$ cat config.mk
export PLATFORM = sky130hd
export DESIGN_NAME = bip_program_loader_flat
export DESIGN_NICKNAME = d
export VERILOG_FILES = /design/src/rtl/bip_pkg.sv /design/src/rtl/bip_program_loader_if.sv /design/src/rtl/bip_program_loader.sv /design/src/flat_wrapper.sv
export SDC_FILE = /design/constraint.sdc
export NUM_CORES = 1
export LEC_CHECK = 0
export CELL_PAD_IN_SITES_DETAIL_PLACEMENT = 0
export CELL_PAD_IN_SITES_GLOBAL_PLACEMENT = 1
export CORE_MARGIN = 5
export CORE_UTILIZATION = 36
export CTS_BUF_LIST = sky130_fd_sc_hd__clkbuf_4 sky130_fd_sc_hd__clkbuf_8 sky130_fd_sc_hd__clkbuf_16
export DETAILED_ROUTE_END_ITERATION = 16
export PLACE_DENSITY = 0.77
export REMOVE_ABC_BUFFERS = 1
export SETUP_SLACK_MARGIN = 0.4
export SLEW_MARGIN = 30
export SYNTH_ARGS = -nofsm -noshare
export SYNTH_HDL_FRONTEND = slang
export SYNTH_SLANG_ARGS = --single-unit
$ cat constraint.sdc
create_clock -name clk -period 2.25 [get_ports clk]
set_clock_uncertainty 0.1 [all_clocks]
set_input_delay 0.45 -clock clk [delete_from_list [all_inputs] [get_ports clk]]
set_output_delay 0.45 -clock clk [all_outputs]
set_load 0.1 [all_outputs]
$ cat src/rtl/bip_pkg.sv
// Shared BIP definitions: loader state encoding, framing constants, header check.
package bip_pkg;

  localparam int unsigned BYTE_W         = 8;
  localparam int unsigned BYTES_PER_WORD = 2;
  localparam int unsigned HDR_W          = 16;

  typedef enum logic [2:0] {
    HDR_LO,
    HDR_HI,
    DAT_LO,
    DAT_HI,
    WRITE,
    DONE,
    ERROR
  } state_e;

  // A word count is legal when 1 <= n <= 2^abits.
  function automatic logic count_legal(input logic [HDR_W-1:0] n, input int unsigned abits);
    return (n != HDR_W'(0)) && (32'(n) <= (32'd1 << abits));
  endfunction

endpackage

$ cat src/rtl/bip_program_loader_if.sv
// Byte stream in from the host plus write port out to program memory.
interface bip_program_loader_if #(
  parameter int unsigned ADDR_BITS  = 11,
  parameter int unsigned DATA_WIDTH = 16
);
  import bip_pkg::*;

  logic [BYTE_W-1:0]     rx_data;
  logic                  rx_valid;
  logic                  rx_ready;
  logic                  pm_wr;
  logic [ADDR_BITS-1:0]  pm_addr;
  logic [DATA_WIDTH-1:0] pm_data;

  // Host side: sources bytes, observes the memory write port.
  modport master (
    output rx_data, rx_valid,
    input  rx_ready, pm_wr, pm_addr, pm_data
  );

  // Loader side: sinks bytes, drives the memory write port.
  modport slave (
    input  rx_data, rx_valid,
    output rx_ready, pm_wr, pm_addr, pm_data
  );

endinterface

$ cat src/rtl/bip_program_loader.sv
// Streams a counted little-endian word image into program memory from address 0
// and holds the CPU in reset until the whole image has been written.
module bip_program_loader
  import bip_pkg::*;
#(
  parameter int unsigned ADDR_BITS  = 11,
  parameter int unsigned DATA_WIDTH = 16
) (
  input  logic                 clk,
  input  logic                 reset,
  bip_program_loader_if.slave  bus,
  input  logic                 reload,
  output logic                 cpu_reset_n,
  output logic                 busy,
  output logic                 done,
  output logic                 error
);

  // Remaining count needs one extra bit: N = 2^ADDR_BITS is a legal image size.
  localparam int unsigned CNT_W = ADDR_BITS + 1;

  state_e                state_q, state_d;
  logic [BYTE_W-1:0]     lo_q, lo_d;
  logic [CNT_W-1:0]      rem_q, rem_d;
  logic [ADDR_BITS-1:0]  addr_q, addr_d;
  logic [ADDR_BITS-1:0]  pm_addr_q, pm_addr_d;
  logic [DATA_WIDTH-1:0] pm_data_q, pm_data_d;
  logic                  pm_wr_q, pm_wr_d;
  logic                  rx_ready_q, rx_ready_d;
  logic                  busy_q, busy_d;
  logic                  done_q, done_d;
  logic                  error_q, error_d;
  logic                  cpu_rst_n_q, cpu_rst_n_d;

  logic                  accept_c;
  logic [HDR_W-1:0]      hdr_count_c;

  assign accept_c    = rx_ready_q & bus.rx_valid;
  assign hdr_count_c = {bus.rx_data, lo_q};

  // Next-state, datapath and registered-output decode.
  always_comb begin
    state_d   = state_q;
    lo_d      = lo_q;
    rem_d     = rem_q;
    addr_d    = addr_q;
    pm_addr_d = pm_addr_q;
    pm_data_d = pm_data_q;

    unique case (state_q)
      HDR_LO: begin
        if (accept_c) begin
          lo_d    = bus.rx_data;
          state_d = HDR_HI;
        end
      end
      HDR_HI: begin
        if (accept_c) begin
          if (count_legal(hdr_count_c, ADDR_BITS)) begin
            rem_d   = CNT_W'(hdr_count_c);
            addr_d  = '0;
            state_d = DAT_LO;
          end else begin
            state_d = ERROR;
          end
        end
      end
      DAT_LO: begin
        if (accept_c) begin
          lo_d    = bus.rx_data;
          state_d = DAT_HI;
        end
      end
      DAT_HI: begin
        if (accept_c) begin
          pm_addr_d = addr_q;
          pm_data_d = DATA_WIDTH'({bus.rx_data, lo_q});
          state_d   = WRITE;
        end
      end
      WRITE: begin
        if (rem_q == CNT_W'(1)) begin
          state_d = DONE;
        end else begin
          rem_d   = rem_q - CNT_W'(1);
          addr_d  = addr_q + ADDR_BITS'(1);
          state_d = DAT_LO;
        end
      end
      DONE, ERROR: begin
        if (reload) begin
          state_d = HDR_LO;
        end
      end
      default: state_d = HDR_LO;
    endcase

    rx_ready_d  = (state_d == HDR_LO) || (state_d == HDR_HI) ||
                  (state_d == DAT_LO) || (state_d == DAT_HI);
    busy_d      = (state_d == HDR_HI) || (state_d == DAT_LO) ||
                  (state_d == DAT_HI) || (state_d == WRITE);
    pm_wr_d     = (state_d == WRITE);
    done_d      = (state_d == DONE);
    error_d     = (state_d == ERROR);
    cpu_rst_n_d = (state_d == DONE);
  end

  // State and output registers; synchronous active-low reset clears everything.
  always_ff @(posedge clk) begin
    if (!reset) begin
      state_q     <= HDR_LO;
      lo_q        <= '0;
      rem_q       <= '0;
      addr_q      <= '0;
      pm_addr_q   <= '0;
      pm_data_q   <= '0;
      pm_wr_q     <= 1'b0;
      rx_ready_q  <= 1'b0;
      busy_q      <= 1'b0;
      done_q      <= 1'b0;
      error_q     <= 1'b0;
      cpu_rst_n_q <= 1'b0;
    end else begin
      state_q     <= state_d;
      lo_q        <= lo_d;
      rem_q       <= rem_d;
      addr_q      <= addr_d;
      pm_addr_q   <= pm_addr_d;
      pm_data_q   <= pm_data_d;
      pm_wr_q     <= pm_wr_d;
      rx_ready_q  <= rx_ready_d;
      busy_q      <= busy_d;
      done_q      <= done_d;
      error_q     <= error_d;
      cpu_rst_n_q <= cpu_rst_n_d;
    end
  end

  assign bus.rx_ready = rx_ready_q;
  assign bus.pm_wr    = pm_wr_q;
  assign bus.pm_addr  = pm_addr_q;
  assign bus.pm_data  = pm_data_q;
  assign busy         = busy_q;
  assign done         = done_q;
  assign error        = error_q;
  assign cpu_reset_n  = cpu_rst_n_q;

endmodule

$ cat src/flat_wrapper.sv
// flat-port wrapper written by rule: the top's interface ports become plain ports
module bip_program_loader_flat import bip_pkg::*;
#(
  parameter int unsigned ADDR_BITS  = 11,
  parameter int unsigned DATA_WIDTH = 16
)
  (clk, reset, reload, cpu_reset_n, busy, done, error, bus_rx_data, bus_rx_valid, bus_rx_ready, bus_pm_wr, bus_pm_addr, bus_pm_data);
  bip_program_loader_if #(.ADDR_BITS(ADDR_BITS), .DATA_WIDTH(DATA_WIDTH)) bus_i ();
  input  logic clk;
  input  logic reset;
  input  logic reload;
  output logic cpu_reset_n;
  output logic busy;
  output logic done;
  output logic error;
  input wire logic [$bits(bus_i.rx_data)-1:0] bus_rx_data;
  input wire logic [$bits(bus_i.rx_valid)-1:0] bus_rx_valid;
  output wire logic [$bits(bus_i.rx_ready)-1:0] bus_rx_ready;
  output wire logic [$bits(bus_i.pm_wr)-1:0] bus_pm_wr;
  output wire logic [$bits(bus_i.pm_addr)-1:0] bus_pm_addr;
  output wire logic [$bits(bus_i.pm_data)-1:0] bus_pm_data;
  assign bus_i.rx_data = bus_rx_data;
  assign bus_i.rx_valid = bus_rx_valid;
  assign bus_rx_ready = bus_i.rx_ready;
  assign bus_pm_wr = bus_i.pm_wr;
  assign bus_pm_addr = bus_i.pm_addr;
  assign bus_pm_data = bus_i.pm_data;
  bip_program_loader #(.ADDR_BITS(ADDR_BITS), .DATA_WIDTH(DATA_WIDTH)) u_core (.clk(clk), .reset(reset), .bus(bus_i), .reload(reload), .cpu_reset_n(cpu_reset_n), .busy(busy), .done(done), .error(error));
endmodule
==> metrics.csv <==
metric;value;unit
max_cap viols;0;
largest area contributor in the netlist;dfxtp_1;
GRT overflow;0;
main area contributors after synthesis;dfxtp_1, nand2_1, a21oi_1, clkbuf_1, nor2_1;
hold crit path type;flop to flop;
final wirelength;8.80;mm
Root Buffer;clkbuf_8;
initial core utilization;0.368;
TritonCTS clock tree;built;
post-route setup TNS;0;ns
Port Buffer Count;44;
GPL Wtd Cong;0.794;
share of the synthesized area in the top cell type;0.437;
Power Total;2.56;mW
number of global-route vias before repair;2882;
FMAX;458;MHz
Max VDD drop;413;µV
Async S/R FF share, synth;0;
Die X;102;µm
Core Rows;33;
Remaining DRCs;0;
critical path class;flop to flop;
CP Cell Sequence;or4_4 > or4_4 > o31ai_4 > a31oi_1 > a31o_1;
Detailed Route Iter0 Violations;127;
Seq cells post-synth;66;
mux share of post-synthesis cell area;0;
Critical Path AT;2.32;ns
worst hold margin;0.354;ns
via count;3044;
most frequent CP cell;or4_4;
Synth Area per Inst;7.86;µm²
Setup crit end kind;flop;
sequential fraction of the synthesis area;0.437;
DP Worst Slack;-0.679;ns
H-tree Lvls;3;
Startpoint Class;flop;
fill count;824;
Clk pin slew, worst setup/hold paths;0.07;ns
Final Hold Fails;0;
leak pwr;1.58;nW
fin crit share;0.970;
crit path max fanout;4;
Synth Area in Adders;0.0124;
Setup-failing EPs final;0;
slew margin rel.;0.649;
post-synthesis xor/xnor area fraction;0.0145;
CORE AREA;8220;µm²
FF-to-FF path depth;5;
synth warn;0;
largest net degree at the start of global routing;29;
antenna violations before repair;0;
WP depth;5;
nets@finish;476;
first-pass GRT wire length;14.2;mm
Pre-Repair DR Iteration Count;4;
main combinational cell family by area after synthesis;simple AND/OR/NAND/NOR gates;
EDFF count, synth;0;
DP HPWL;6.10;mm
Synth cell types;52;
GRT Total Usage;0.173;
actual slew at the worst max-slew pin;0.527;ns
PwrDens;605;nW/µm²
die area;10300;µm²
share of layout cells above drive strength 1;0.300;
Avg Vias per Cell;5.33;
insertion delay to the later sink of the worst-skew pair;0.35;ns
Synth Area in Simple Gates;0.279;
Core Util, Final;0.515;
max-slew violation count;0;
Worst Path Required;2.39;ns
Synth Cell Area;3030;µm²
CP delay by family, top;simple AND/OR/NAND/NOR gates;
diode count;0;
Gate Count Post-Synth;385;
Area Overhead vs Synth;39.9;%
Most used DFF post-synth;dfxtp_1;
Synth Area in Compound Gates;0.211;
RSZ-0062 raised after global routing;yes;
hold path depth;2;
die height;102;µm
wire per inst;15.4;µm
fin crit period;2.18;ns
CTS Buf Count;9;
largest stage delay on the critical path;0.53;ns
outcome;completed;
ANT nets after route;0;
Ports;45;
final worst slack;0.0676;ns
Critical-path top delay cell;or4_4;
clock tree buffer depth;2;
Sinks on Clock Net;66;
WP buf/inv;0;
## layout make-up
type / count / area [µm²] / area share
clock buffer: 11 / 145 / 0.0343
clock inverter: 5 / 77.6 / 0.0183
inverter: 7 / 26.3 / 0.00620
multi-input combinational: 288 / 1750 / 0.413
sequential: 66 / 1330 / 0.313
tap: 105 / 131 / 0.0310
timing repair buffer: 89 / 782 / 0.185
## power by group
| part | leakage (nW) | switching [mW] | total, mW | internal [mW] |
|---|---|---|---|---|
| logic | 0.935 | 0.146 | 0.244 | 0.0980 |
| clock network | 0.113 | 0.459 | 1.12 | 0.662 |
| registers | 0.535 | 0.0158 | 1.20 | 1.18 |
| total | 1.58 | 0.621 | 2.56 | 1.94 |
## tightest hold or removal path: cells and delay by family (launching register included)
kind | cells | cell delay (ns)
AO/OA/AOI/OAI | 1 | 0.05
AND/OR/NAND/NOR | 1 | 0.05
flip-flops | 1 | 0.31
## state kept, by name, indices dropped and copies added, names as in the netlist, 3 cells and up
| name | flops |
|---|---|
| u_core.state_q | 3 |
| u_core.lo_q | 8 |
| u_core.bus.pm_data | 16 |
| u_core.rem_q | 12 |
| u_core.bus.pm_addr | 11 |
| u_core.addr_q | 11 |
## synthesized netlist by cell type (all sizes together) (5+ instances only)
cell      n
clkbuf   19
a21oi    58
o21ai     5
a31oi     5
dfxtp    66
inv       7
nand2   101
nand3    12
buf       6
o32ai     5
or4      12
o31ai    10
nor3     12
nor2     20
## placed cells by master, fill, tap and decap left out, types with 4 or more instances in the layout
cell	count
a21oi_1	54
a21oi_2	4
buf_4	69
clkbuf_8	10
clkdlybuf4s50_1	5
dfxtp_1	63
inv_1	7
nand2_1	100
nand3_1	11
nor2_1	17
nor3_1	9
o22ai_1	4
o31ai_1	8
o32ai_2	4
or4_2	5
or4_4	6
xnor2_1	4
## stage by stage
step / std cells / instance area, µm²
6_report: 571 / 4240
5_1_grt: 571 / 4240
4_1_cts: 567 / 4110
3_5_place_dp: 550 / 3750
3_3_place_gp: 550 / 3750
2_1_floorplan: 360 / 2910
## final timing paths
check	startpoint	to	slack [ns]
max	u_core.rem_q[4]	u_core.busy	0.07
min	u_core.bus.pm_data[3]	u_core.bus.pm_data[3]	0.35
max reg2reg	u_core.rem_q[4]	u_core.busy	0.07
min reg2reg	u_core.bus.pm_data[3]	u_core.bus.pm_data[3]	0.35
## per-layer routing
layer,GRT usage,wire length (µm),vias to the layer above
met2,0.285,4280,80
met5,0,0,-
met3,0.0399,493,7
met4,0.0521,76,0
met1,0.225,3950,1441
li1,-,-,1516
## timing repair
item / CTS / global route
buffers inserted: 0 / 2
cloned: 1 / 2
gates resized for setup: 33 / 22
hold buffers: 0 / 0
setup endpoints to repair: 29 / 57
pin swaps: 17 / 11
## cells by family (layout without fill, tap and decap cells)
kind of cell             count (synthesis)  count (layout)
XOR/XNOR                                 5               5
buffers and inverters                   32             112
adder cells (fa/ha/maj)                  3               3
AND/OR/NAND/NOR                        177             178
AO/OA/AOI/OAI                          102             102
flip-flops                              66              66
Note: power is estimated with default switching activity, not from simulation.
